[src/rtl/peripheral_div_gen.sv]
// peripheral_div_gen: memory-mapped iterative integer divider (restoring
// algorithm, one quotient bit per clock) for the CPU peripheral bus.
// Register map: 0x04 A (W), 0x08 B (W), 0x0C control (W: bit0 start,
// bit1 signed), 0x10 quotient (R), 0x14 status (R: done, busy, dbz, ovf),
// 0x18 remainder (R). Other addresses read as 0 and ignore writes.
// Optional feature macro: DIV_SIGNED_EN enables two's-complement division
// selected by control bit1; without it the divider is unsigned only.
module peripheral_div_gen #(
    parameter int WIDTH  = 16,
    parameter int ADDR_W = 5
) (
    input  logic              clock,
    input  logic              rst,
    input  logic [WIDTH-1:0]  entrada_datos,
    input  logic              habilitar,
    input  logic [ADDR_W-1:0] direccion,
    input  logic              leer,
    input  logic              escribir,
    output logic [31:0]       salida_datos
);

    localparam int CNT_W = $clog2(WIDTH);

    localparam logic [1:0] S_IDLE = 2'd0;
    localparam logic [1:0] S_LOAD = 2'd1;
    localparam logic [1:0] S_CALC = 2'd2;
    localparam logic [1:0] S_DONE = 2'd3;

    localparam logic [ADDR_W-1:0] ADDR_A      = ADDR_W'(5'h04);
    localparam logic [ADDR_W-1:0] ADDR_B      = ADDR_W'(5'h08);
    localparam logic [ADDR_W-1:0] ADDR_CTRL   = ADDR_W'(5'h0C);
    localparam logic [ADDR_W-1:0] ADDR_QUOT   = ADDR_W'(5'h10);
    localparam logic [ADDR_W-1:0] ADDR_STATUS = ADDR_W'(5'h14);
    localparam logic [ADDR_W-1:0] ADDR_REM    = ADDR_W'(5'h18);

    // Programmer-visible registers
    logic [WIDTH-1:0] reg_a;
    logic [WIDTH-1:0] reg_b;
    logic [WIDTH-1:0] reg_q;
    logic [WIDTH-1:0] reg_r;
    logic             done;
    logic             dbz;

    // Divider working state
    logic [1:0]       state;
    logic [CNT_W-1:0] cnt;
    logic [WIDTH-1:0] rem;
    logic [WIDTH-1:0] quo;

    // Bus qualification: a simultaneous read and write is treated as a write only.
    logic wr_en;
    logic rd_en;
    logic busy;
    logic start;

    assign wr_en = habilitar & escribir;
    assign rd_en = habilitar & leer & ~escribir;
    assign busy  = (state != S_IDLE);
    assign start = wr_en && !busy && (direccion == ADDR_CTRL) && entrada_datos[0];

    // Operand magnitudes and result correction. A and B cannot change while
    // busy, so these can be derived combinationally from the stored registers.
    logic [WIDTH-1:0] mag_a;
    logic [WIDTH-1:0] mag_b;
    logic [WIDTH-1:0] q_fix;
    logic [WIDTH-1:0] r_fix;
    logic             ovf_bit;

`ifdef DIV_SIGNED_EN
    localparam logic [WIDTH-1:0] MIN_NEG = {1'b1, {(WIDTH-1){1'b0}}};

    logic op_signed;
    logic ovf;
    logic a_neg;
    logic b_neg;
    logic ovf_case;

    assign a_neg    = op_signed & reg_a[WIDTH-1];
    assign b_neg    = op_signed & reg_b[WIDTH-1];
    assign mag_a    = a_neg ? -reg_a : reg_a;
    assign mag_b    = b_neg ? -reg_b : reg_b;
    // Quotient is negative when operand signs differ; remainder follows A.
    assign q_fix    = (a_neg ^ b_neg) ? -quo : quo;
    assign r_fix    = a_neg ? -rem : rem;
    assign ovf_case = op_signed && (reg_a == MIN_NEG) && (reg_b == '1);
    assign ovf_bit  = ovf;
`else
    assign mag_a   = reg_a;
    assign mag_b   = reg_b;
    assign q_fix   = quo;
    assign r_fix   = rem;
    assign ovf_bit = 1'b0;
`endif

    // One restoring step: the trial accumulator is one bit wider than the
    // operands so the shifted-in bit never loses a carry.
    logic [WIDTH:0]   trial;
    logic [WIDTH:0]   diff;
    logic             fits;
    logic [WIDTH-1:0] rem_next;

    assign trial    = {rem, quo[WIDTH-1]};
    assign diff     = trial - {1'b0, mag_b};
    assign fits     = ~diff[WIDTH];
    assign rem_next = fits ? diff[WIDTH-1:0] : trial[WIDTH-1:0];

    // Control bits above the defined fields carry no meaning.
    logic unused_ctrl_bits;
    assign unused_ctrl_bits = ^entrada_datos[WIDTH-1:1];

    // Register writes and the divider FSM.
    always_ff @(posedge clock) begin
        if (rst) begin
            reg_a     <= '0;
            reg_b     <= '0;
            reg_q     <= '0;
            reg_r     <= '0;
            done      <= 1'b0;
            dbz       <= 1'b0;
            state     <= S_IDLE;
            cnt       <= '0;
            rem       <= '0;
            quo       <= '0;
`ifdef DIV_SIGNED_EN
            op_signed <= 1'b0;
            ovf       <= 1'b0;
`endif
        end else begin
            // NOTE: sequential state uses non-blocking assignments so every register sees pre-edge values.
            if (wr_en && !busy) begin
                if (direccion == ADDR_A) reg_a <= entrada_datos;
                if (direccion == ADDR_B) reg_b <= entrada_datos;
            end

            case (state)
                S_IDLE: begin
                    if (start) begin
                        state     <= S_LOAD;
                        done      <= 1'b0;
                        dbz       <= 1'b0;
`ifdef DIV_SIGNED_EN
                        ovf       <= 1'b0;
                        op_signed <= entrada_datos[1];
`endif
                    end
                end
                S_LOAD: begin
                    rem <= '0;
                    quo <= mag_a;
                    cnt <= CNT_W'(WIDTH - 1);
                    if (mag_b == '0) begin
                        dbz   <= 1'b1;
                        state <= S_DONE;
                    end else begin
                        state <= S_CALC;
                    end
                end
                S_CALC: begin
                    rem <= rem_next;
                    quo <= {quo[WIDTH-2:0], fits};
                    cnt <= cnt - 1'b1;
                    if (cnt == '0) state <= S_DONE;
                end
                S_DONE: begin
                    if (dbz) begin
                        reg_q <= '1;
                        reg_r <= reg_a;
                    end else begin
                        reg_q <= q_fix;
                        reg_r <= r_fix;
                    end
`ifdef DIV_SIGNED_EN
                    ovf   <= ovf_case;
`endif
                    done  <= 1'b1;
                    state <= S_IDLE;
                end
                default: state <= S_IDLE;
            endcase
        end
    end

    // Registered read port; the last value read is held until the next read.
    always_ff @(posedge clock) begin
        if (rst) begin
            salida_datos <= '0;
        end else if (rd_en) begin
            case (direccion)
                ADDR_QUOT:   salida_datos <= 32'(reg_q);
                ADDR_STATUS: salida_datos <= {28'd0, ovf_bit, dbz, busy, done};
                ADDR_REM:    salida_datos <= 32'(reg_r);
                default:     salida_datos <= '0;
            endcase
        end
    end

endmodule

[config.mk]
export PLATFORM = sky130hd
export DESIGN_NAME = peripheral_div_gen
export DESIGN_NICKNAME = d
export VERILOG_FILES = /design/src/rtl/peripheral_div_gen.sv
export SDC_FILE = /design/constraint.sdc
export NUM_CORES = 1
export LEC_CHECK = 0
export ABC_AREA = 1
export CAP_MARGIN = 10
export CORE_AREA = 2 2 123 113
export DETAILED_ROUTE_END_ITERATION = 16
export DIE_AREA = 0 0 125 115
export PLACE_DENSITY = 0.72
export SYNTH_ARGS = -nofsm -noshare
export SYNTH_HDL_FRONTEND = slang
export SYNTH_SLANG_ARGS = --single-unit
[constraint.sdc]
create_clock -name clock -period 2 [get_ports clock]
set_input_delay 0.4 -clock clock [delete_from_list [all_inputs] [get_ports clock]]
set_output_delay 0.4 -clock clock [all_outputs]
set_load 0.05 [all_outputs]
---- After elaboration in Yosys (flattened, before gate mapping) ----
Cells that the tools add are included.
word-level totals
  register bits after elaboration ......... 136
  input bits .............................. 26
operators by class
  $add $sub $neg .......................... 2
  eq/ne operators ......................... 12
  multiplexer cells ....................... 15
  bitwise operators ....................... 5
  reduce and logical (&&, ||, !) cells .... 16
operators by type and width
  cell                   number
  $pmux W16 S2           2
  $mux W16               3
  $pmux W16 S3           1
  $sub A17 B16 Y17       1
  $logic_not A16 Y1      1
  $eq A5 B5 Y1 const B   3
  $eq A5 B4 Y1 const B   2
  $pmux W2 S4            1
  $pmux W4 S2            1
  $reduce_and A2 Y1      4
  $reduce_bool A2 Y1     4
  $ne A2 B2 Y1 const B   3
  $eq A5 B3 Y1 const B   1
  $eq A2 B2 Y1 const B   2
  $logic_not A4 Y1       1
  $mux W2                2
  $pmux W1 S2            2
  $sub A4 B1 Y4 const B  1
  $and A1 B1 Y1          3
  $logic_and A1 B1 Y1    3
  $mux W1                3
  $reduce_and A3 Y1      1
  $eq A2 B1 Y1 const B   1
  $logic_not A2 Y1       1
  other kinds (2)        3

---- Depth between registers and ports, before layout ----
Gate-level depths: netlist of the first run.
  depth in word-level cells ............... 7
  mapped depth ............................ 16
  mapped depth without buffers ............ 16

---- Worst setup path before layout of the first run ----
No wires, ideal clock.
  path type ............................... register to register
  start point ............................. reg quo[15], in the netlist q_fix[15]
  end point ............................... reg rem[8], in the netlist r_fix[8]
  library setup time ...................... 0.133 ns
  arrival ................................. 1.858 ns
  data required time ...................... 1.867 ns
  path slack .............................. 0.008 ns
  stages on the path, launching flop included .. 16
  clock period less this slack ............ 1.992 ns
  cells stage by stage .................... dfxtp_1 -> inv_1 -> ha_1 -> inv_1 -> fa_1 -> nand2_1 -> nand2_1 -> nand3b_1 -> nand2_2 -> nand2_4 -> nand3_2 -> nand2_4 -> buf_6 -> nand2_1 -> nand3_1 -> a21oi_2
between the ends
  longest elaborated chain between the ends .. 3
ends and longest elaborated chain
  item                      RTL line  source
  start: declaration        48        logic [WIDTH-1:0] quo;
  start signal: assignment  149       quo <= mag_a;
  start signal: assignment  160       quo <= {quo[WIDTH-2:0], fits};
  $sub A17 B16 Y17          103       assign diff = trial - {1'b0, mag_b};
  $mux W16                  105       assign rem_next = fits ? diff[WIDTH-1:0] : trial[WIDTH-1:0];
  $pmux W16 S2              135       case (state)
  end signal: assignment    159       rem <= rem_next;
  end: declaration          47        logic [WIDTH-1:0] rem;
Every way passes these cells.
A chain may end at the register's enable or synchronous reset.

---- Worst setup path in the final report of the first run ----
Same ends and word-level chain as after synthesis.

==> results.md, run 1 <==
* DRT iter0 DRCs at 561
* CTS tree: built
* Die ar. at 14380 µm²
* Share of the synthesized area in the top cell type at 37.41%
* Synthesis Warnings at 0
* Sw Ratio at 35.90%
* Status: complete, but fails checks
* Placeable Area at 13110 µm²
* Antenna violations before repair at 0
* CP startpoint kind: flop
* Worst Hold Path Cells at 2
* # setup viols final at 16
* Die H at 115 µm
* Asr flop ratio synth at 0%
* Met2 usage at 38.41%
* Sequential Power Share at 28.9%
* Switching power at 0.003280 W
* Global Route met3 Usage at 5.072%
* Area occupied by multi-input gates at 3342 µm²
* CTS clock-pin slew for the worst setup and hold paths at 0.05 ns
* GPL Wtd Cong at 0.8762
* Number of flops mapped to enable cells by yosys at 0
* Failing checks: negative setup slack
* Top Usage Layer GRT: met2
* Worst slew margin at 50.62%
* Final Skew at 0.006959 ns
* Inserted Diodes at 0
* Post-cts hold buffer count at 0
* Fmax at 485.8 MHz
* Hpwl dp at 11650 µm
* R2R Path End: r_fix[8]$_SDFFE_PP0P_
* Worst-Skew Late Latency at 0.41 ns
* Cells after Synth at 928
* Number of fill cells at 1154
* RSZ-0062 raised after global routing: true
* Critical Path End Type: flop
* Synthesized area at 6421 µm²
* TNS Setup at -0.4625 ns
* Clk pwr share at 34.3%
* Setup WS post-layout at -0.05848 ns
* CTS Root Cell: clkbuf_16
* Initial Utilization at 48.97%
* Arr. time, crit path at 2.39 ns
* Die Width at 125 µm
* Worst reg2reg setup slack at -0.06 ns
* Via Count at 6150
* First-pass GRT wire length at 27310 µm
* P_leak at 3.517 nW
* Setup WS pre-CTS at -0.09171 ns
* Hold Fails Final Rpt at 0
* Grt total ovfl at 0
* Internal power at 0.005857 W
* Dominant cells by area after synthesis: dfxtp_1 37%, nand2_1 13%, inv_1 10%
* Wire length per cell at 14.25 µm
* WP data required at 2.34 ns
* Worst vdd ir at 0.6248 mV
* Ports at 58
* Hold WC Path Type: flop to flop
* GRT met1 Usage at 30.48%
* CTS Sinks at 120
* Total power divided by cell area at 1121 nW/µm²
* Slew @ Worst Pin at 0.7399 ns
* Top post-synthesis cells by count: 222 x nand2_1, 175 x inv_1, 120 x dfxtp_1
* Hold Crit Start: salida_datos[3]$_SDFFE_PP0P_
* Number of global-route vias before repair at 5780
* Number of distinct library cells after synthesis at 41
* Most frequent cell after synthesis: nand2_1
* Synth Register Bits at 120
* Worst-case reg-to-reg path depth at 15
* DRC viols at 0
* Hold EP: salida_datos[3]$_SDFFE_PP0P_
* Fin crit share at 102.9%
* Antenna Violating Nets Remaining at 0
* P&R area growth vs syn at 26.93%
* Seq/Total Area, Yosys at 37.41%
* I/O Buffers at 41
* CTS buffer count at 17
* Crit path kind: flop to flop
* Share of cells above drive strength 1 at 16.14%
* Max Buffers Root-to-Sink at 2
* Area leader, netlist: dfxtp_1
* Logic pwr share at 36.8%
* Top_reg_cell synth: dfxtp_1
* Register area at 2405 µm²
* Global-route usage over all layers at 23.35%
* Crit-path max FO at 2
* Layout Nets at 1053
* Max cap viols at 0
* Overall power at 0.009137 W
* Reg2reg start: q_fix[15]$_SDFFE_PP0P_
* Largest net degree at the start of global routing at 66
* DRT Wirelength at 16870 µm
* Via-to-Cell Ratio at 5.194
* H-tree depth at 4
* Router iterations before antenna repair at 6
* Max-slew violations at 0
* Avg Cell Area, Syn at 6.919 µm²
* Row cnt at 40
* Final min period at 2.058 ns
[flip-flops by register name, summed over array words and instances, names as in the netlist]
signal        cells
mag_a            16
mag_b            16
q_fix            16
r_fix            16
reg_q            16
reg_r            16
salida_datos     16
cnt               4
state             2
dbz               1
done              1
[placed cells by master, fill, tap and decap left out, types with 7 or more instances in the layout]
cell | synthesis | layout
dfxtp_1 | 120 | 118
o21ai_0 | 63 | 63
buf_4 | 17 | 53
nand2_1 | 222 | 209
nand2_2 | 18 | 26
o221ai_1 | 17 | 17
a221oi_1 | 17 | 17
a21oi_2 | 5 | 9
nand3_2 | 4 | 10
ha_4 | 0 | 7
inv_1 | 175 | 173
clkdlybuf4s50_1 | 0 | 39
clkbuf_16 | 0 | 17
a21oi_1 | 87 | 83
ha_1 | 21 | 13
conb_1 | 1 | 16
nor2_1 | 31 | 30
o211ai_1 | 17 | 17
nand3_1 | 32 | 25
[worst max-delay path by stage]
stage,slack (ns),from,end,cells past startpoint
after CTS,-0.009,q_fix[15]$_SDFFE_PP0P_,r_fix[8]$_SDFFE_PP0P_,15
final,-0.06,q_fix[15]$_SDFFE_PP0P_,r_fix[8]$_SDFFE_PP0P_,15
after detailed placement,-0.09,q_fix[15]$_SDFFE_PP0P_,r_fix[13]$_SDFFE_PP0P_,16
after global routing,-0.15,mag_b[10]$_SDFFE_PP0P_,r_fix[15]$_SDFFE_PP0P_,15
after global placement,-0.02,direccion[3],salida_datos[8]$_SDFFE_PP0P_,10
after floorplan,0.008,q_fix[15]$_SDFFE_PP0P_,r_fix[8]$_SDFFE_PP0P_,15
[worst max-delay path, cell delays in order (launching register included)]
cell      delay [ns]
dfxtp_2         0.32
inv_2           0.06
ha_4            0.12
inv_2           0.04
fa_2            0.36
nand2_2         0.07
nand2_1         0.05
nand3b_1        0.11
nand2_2         0.09
buf_4           0.14
buf_4           0.13
xor2_1          0.13
inv_1           0.07
nand2_1         0.08
nand3_2         0.08
a21oi_2         0.13
[power groups by stage]
stage / clock network [W] / registers, W / logic [W]
final: 0.00313 / 0.00264 / 0.00337
after global placement: 0 / 0.00268 / 0.00280
after global routing: 0.00326 / 0.00265 / 0.00370
after CTS: 0.00315 / 0.00264 / 0.00313
after floorplan: 0 / 0.00266 / 0.00210
after detailed placement: 0 / 0.00268 / 0.00285
[through the flow]
step / util (%) / hold WS, ns / instance area [µm²] / instances
6_report: 62.16 / 0.4616 / 8150 / 1184
5_1_grt: 62.16 / 0.4758 / 8150 / 1184
4_1_cts: 60.98 / 0.4648 / 7996 / 1182
3_5_place_dp: 55.36 / 0.4564 / 7259 / 1150
3_3_place_gp: 55.36 / 0.4528 / 7259 / 1150
2_1_floorplan: - / 0.4415 / 6477 / 943
[metal layers]
layer	up-vias	wire (µm)
met4	0	411
met5	-	0
met3	40	827
met1	2847	7714
li1	3096	-
met2	167	7916
[layout make-up]
class                           count  share of cell area [%]
Multi-Input combinational cell    589                   41.00
Sequential cell                   120                   29.51
Timing Repair Buffer              100                   11.34
Inverter                          177                   8.152
Clock buffer                       22                   5.941
Tap cell                          168                   2.579
Clock inverter                      8                   1.474
[kinds of logic (layout without fill, tap and decap cells)]
kind of cell	count (synthesis)	in the layout	synth area share (%)
simple gates	330	330	22.15
buf+inv	234	307	14.96
compound gates	213	213	19.91
flops	120	120	37.41
fa+ha+maj	22	22	4.404
xor+xnor	8	8	1.091
other cells	1	16	0.05840
[timing repair]
action / CTS / global route
buffers inserted: 1 / 2
gates resized for setup: 22 / 28
pin swaps: 8 / 5
setup endpoints to repair: 18 / 18
cloned: 1 / 0
(Power assumes the default switching activity.)
==> inputs of run 2 (changes only) <==
--- a/config.mk
+++ b/config.mk
@@ -11,6 +11,7 @@
 export DETAILED_ROUTE_END_ITERATION = 16
 export DIE_AREA = 0 0 125 115
 export PLACE_DENSITY = 0.72
+export SLEW_MARGIN = 20
 export SYNTH_ARGS = -nofsm -noshare
 export SYNTH_HDL_FRONTEND = slang
 export SYNTH_SLANG_ARGS = --single-unit
==> results of run 2 <==
Final layout, timing and power as in run 1 (identical DEF).
==> inputs of run 3 (changes only) <==
--- a/config.mk
+++ b/config.mk
@@ -11,6 +11,8 @@
 export DETAILED_ROUTE_END_ITERATION = 16
 export DIE_AREA = 0 0 125 115
 export PLACE_DENSITY = 0.72
+export RECOVER_POWER = 25
+export SKIP_LAST_GASP = 1
 export SLEW_MARGIN = 20
 export SYNTH_ARGS = -nofsm -noshare
 export SYNTH_HDL_FRONTEND = slang
==> results.md, run 3 (same netlist as run 1, synthesis figures left out) <==
* P&R area growth vs syn at 25.82% (was 26.93%)
* CP startpoint kind: flop (unchanged)
* Max cap viols at 0 (unchanged)
* Final Skew at 0.007531 ns (was 0.006959 ns)
* Placed Cells at 1150 (unchanged)
* First-pass GRT wire length at 27310 µm (unchanged)
* Slew @ Worst Pin at 0.7412 ns (was 0.7399 ns)
* Global-route usage over all layers at 23.35% (unchanged)
* Post-Place Cell Area at 7259 µm² (unchanged)
* Inserted Diodes at 0 (unchanged)
* Hold WC Path Type: flop to flop (unchanged)
* DRT Wirelength at 16710 µm (was 16870 µm)
* Die H at 115 µm (unchanged)
* Row cnt at 40 (unchanged)
* RSZ-0062 raised after global routing: true (unchanged)
* Failing checks: negative setup slack (unchanged)
* Via-to-Cell Ratio at 5.224 (was 5.194)
* Critical Path End Type: flop (unchanged)
* Crit path kind: flop to flop (unchanged)
* Setup WS post-layout at -0.05678 ns (was -0.05848 ns)
* Fmax at 486.2 MHz (was 485.8 MHz)
* Register area at 2405 µm² (unchanged)
* Total power divided by cell area at 1122 nW/µm² (was 1121 nW/µm²)
* Arr. time, crit path at 2.39 ns (about the same)
* TNS Setup at -0.3956 ns (was -0.4625 ns)
* Initial Utilization at 48.97% (unchanged)
* Router iterations before antenna repair at 5 (was 6)
* GPL Wtd Cong at 0.8762 (unchanged)
* Worst vdd ir at 0.6275 mV (was 0.6248 mV)
* Fin cells at 1184 (unchanged)
* DRT iter0 DRCs at 590 (was 561)
* Crit-path max FO at 2 (unchanged)
* Max-slew violations at 0 (unchanged)
* Die Width at 125 µm (unchanged)
* Final min period at 2.057 ns (was 2.058 ns)
* DRC viols at 0 (unchanged)
* Die ar. at 14380 µm² (unchanged)
* Hpwl dp at 11650 µm (unchanged)
* Hold Fails Final Rpt at 0 (unchanged)
* Antenna violations before repair at 0 (unchanged)
* Grt total ovfl at 0 (unchanged)
* Ports at 58 (unchanged)
* Fin Hold WS at 0.4612 ns (was 0.4616 ns)
* Most common cell after layout, fill and taps aside: nand2_1 (unchanged)
* Fin crit share at 102.8% (was 102.9%)
* Fin area at 8079 µm² (was 8150 µm²)
* Worst-Skew Late Latency at 0.41 ns (about the same)
* Largest net degree at the start of global routing at 66 (unchanged)
* Via Count at 6185 (was 6150)
* CTS tree: built (unchanged)
* Most frequent cells in the layout: 213 x nand2_1, 173 x inv_1, 118 x dfxtp_1, 85 x a21oi_1, 63 x o21ai_0 (was 209 x nand2_1, 173 x inv_1, 118 x dfxtp_1, 83 x a21oi_1, 63 x o21ai_0)
* Placeable Area at 13110 µm² (unchanged)
* Antenna Violating Nets Remaining at 0 (unchanged)
* I/O Buffers at 41 (unchanged)
* Number of fill cells at 1166 (was 1154)
* CTS Sinks at 120 (unchanged)
* H-tree depth at 4 (unchanged)
* P_leak at 3.486 nW (was 3.517 nW)
* Area occupied by multi-input gates at 3297 µm² (was 3342 µm²)
* Wire length per cell at 14.11 µm (was 14.25 µm)
* Share of cells above drive strength 1 at 15.16% (was 16.14%)
* # setup viols final at 15 (was 16)
* WP data required at 2.33 ns (was 2.34 ns)
* Status: complete, but fails checks (unchanged)
* Layout Nets at 1053 (unchanged)
* CTS Root Cell: clkbuf_16 (unchanged)
* CTS buffer count at 17 (unchanged)
* Number of global-route vias before repair at 5780 (unchanged)
* Worst slew margin at 50.53% (was 50.62%)
* CTS clock-pin slew for the worst setup and hold paths at 0.05 ns (about the same)
* Max Buffers Root-to-Sink at 2 (unchanged)
run 3: cell types whose count changed in the layout (fill, tap and decap cells not counted), moves of 2 or more:
cell,change
nand3_2,-3
clkbuf_2,+2
nand2_2,-4
a21oi_2,-2
a21oi_1,+2
nand3_1,+3
nand2_1,+4
run 3: path summary, 6_finish.rpt:
kind                                                    from                      endpoint  slack, ns  depth (start not counted)
worst max-delay path                  q_fix[15]$_SDFFE_PP0P_         r_fix[8]$_SDFFE_PP0P_      -0.06                         15
worst min-delay path            salida_datos[3]$_SDFFE_PP0P_  salida_datos[3]$_SDFFE_PP0P_       0.46                          2
worst max register to register        q_fix[15]$_SDFFE_PP0P_         r_fix[8]$_SDFFE_PP0P_      -0.06                         15
worst min register to register  salida_datos[3]$_SDFFE_PP0P_  salida_datos[3]$_SDFFE_PP0P_       0.46                          2
run 3: stage by stage:
step / setup WS, ns / util, % / power, W
after floorplan: 0.008242 / - / 0.004761
after global placement: -0.02202 / 55.36 / 0.005481
after detailed placement: -0.09171 / 55.36 / 0.005533
after CTS: -0.008692 / 60.98 / 0.008918
after global routing: -0.1660 / 61.61 / 0.009546
final: -0.05678 / 61.61 / 0.009066
run 3: cell type report:
cell class                 instances  area share [%]
timing repair buffer             100           11.12
sequential                       120           29.77
tap                              168           2.602
multi-input combinational        589           40.81
clock buffer                      22           5.993
clock inverter                     8           1.487
inverter                         177           8.224
run 3: per-layer routing:
metal	vias up	wire (µm)	track usage, %
li1	3099	-	-
met1	2867	7620	30.48
met2	178	7764	38.41
met3	41	873	5.072
met4	0	451	8.667
met5	-	0	0
run 3: repair_timing:
action	in CTS	in global routing
gates resized for setup	22	18
setup buffers	1	2
setup endpoints to repair	18	18
cloned	1	0
hold buffers	0	0
pin swaps	8	5
run 3: worst max-delay path, stage by stage, from the launching register on:
cell	delay [ns]
dfxtp_2	0.32
inv_2	0.06
ha_4	0.12
inv_2	0.04
fa_2	0.36
nand2_2	0.07
nand2_1	0.05
nand3b_1	0.11
nand2_2	0.09
buf_4	0.14
buf_4	0.13
xor2_1	0.13
inv_1	0.07
nand2_1	0.08
nand3_2	0.08
a21oi_2	0.14
run 3: report_power, final:
part / total (W) / internal, W / switching [W] / leakage [nW]
clock: 0.00314 / 0.00207 / 0.00107 / 0.294
combinational: 0.00329 / 0.00122 / 0.00206 / 2.22
sequential: 0.00264 / 0.00254 / 0.0000957 / 0.970
total: 0.00907 / 0.00584 / 0.00323 / 3.49
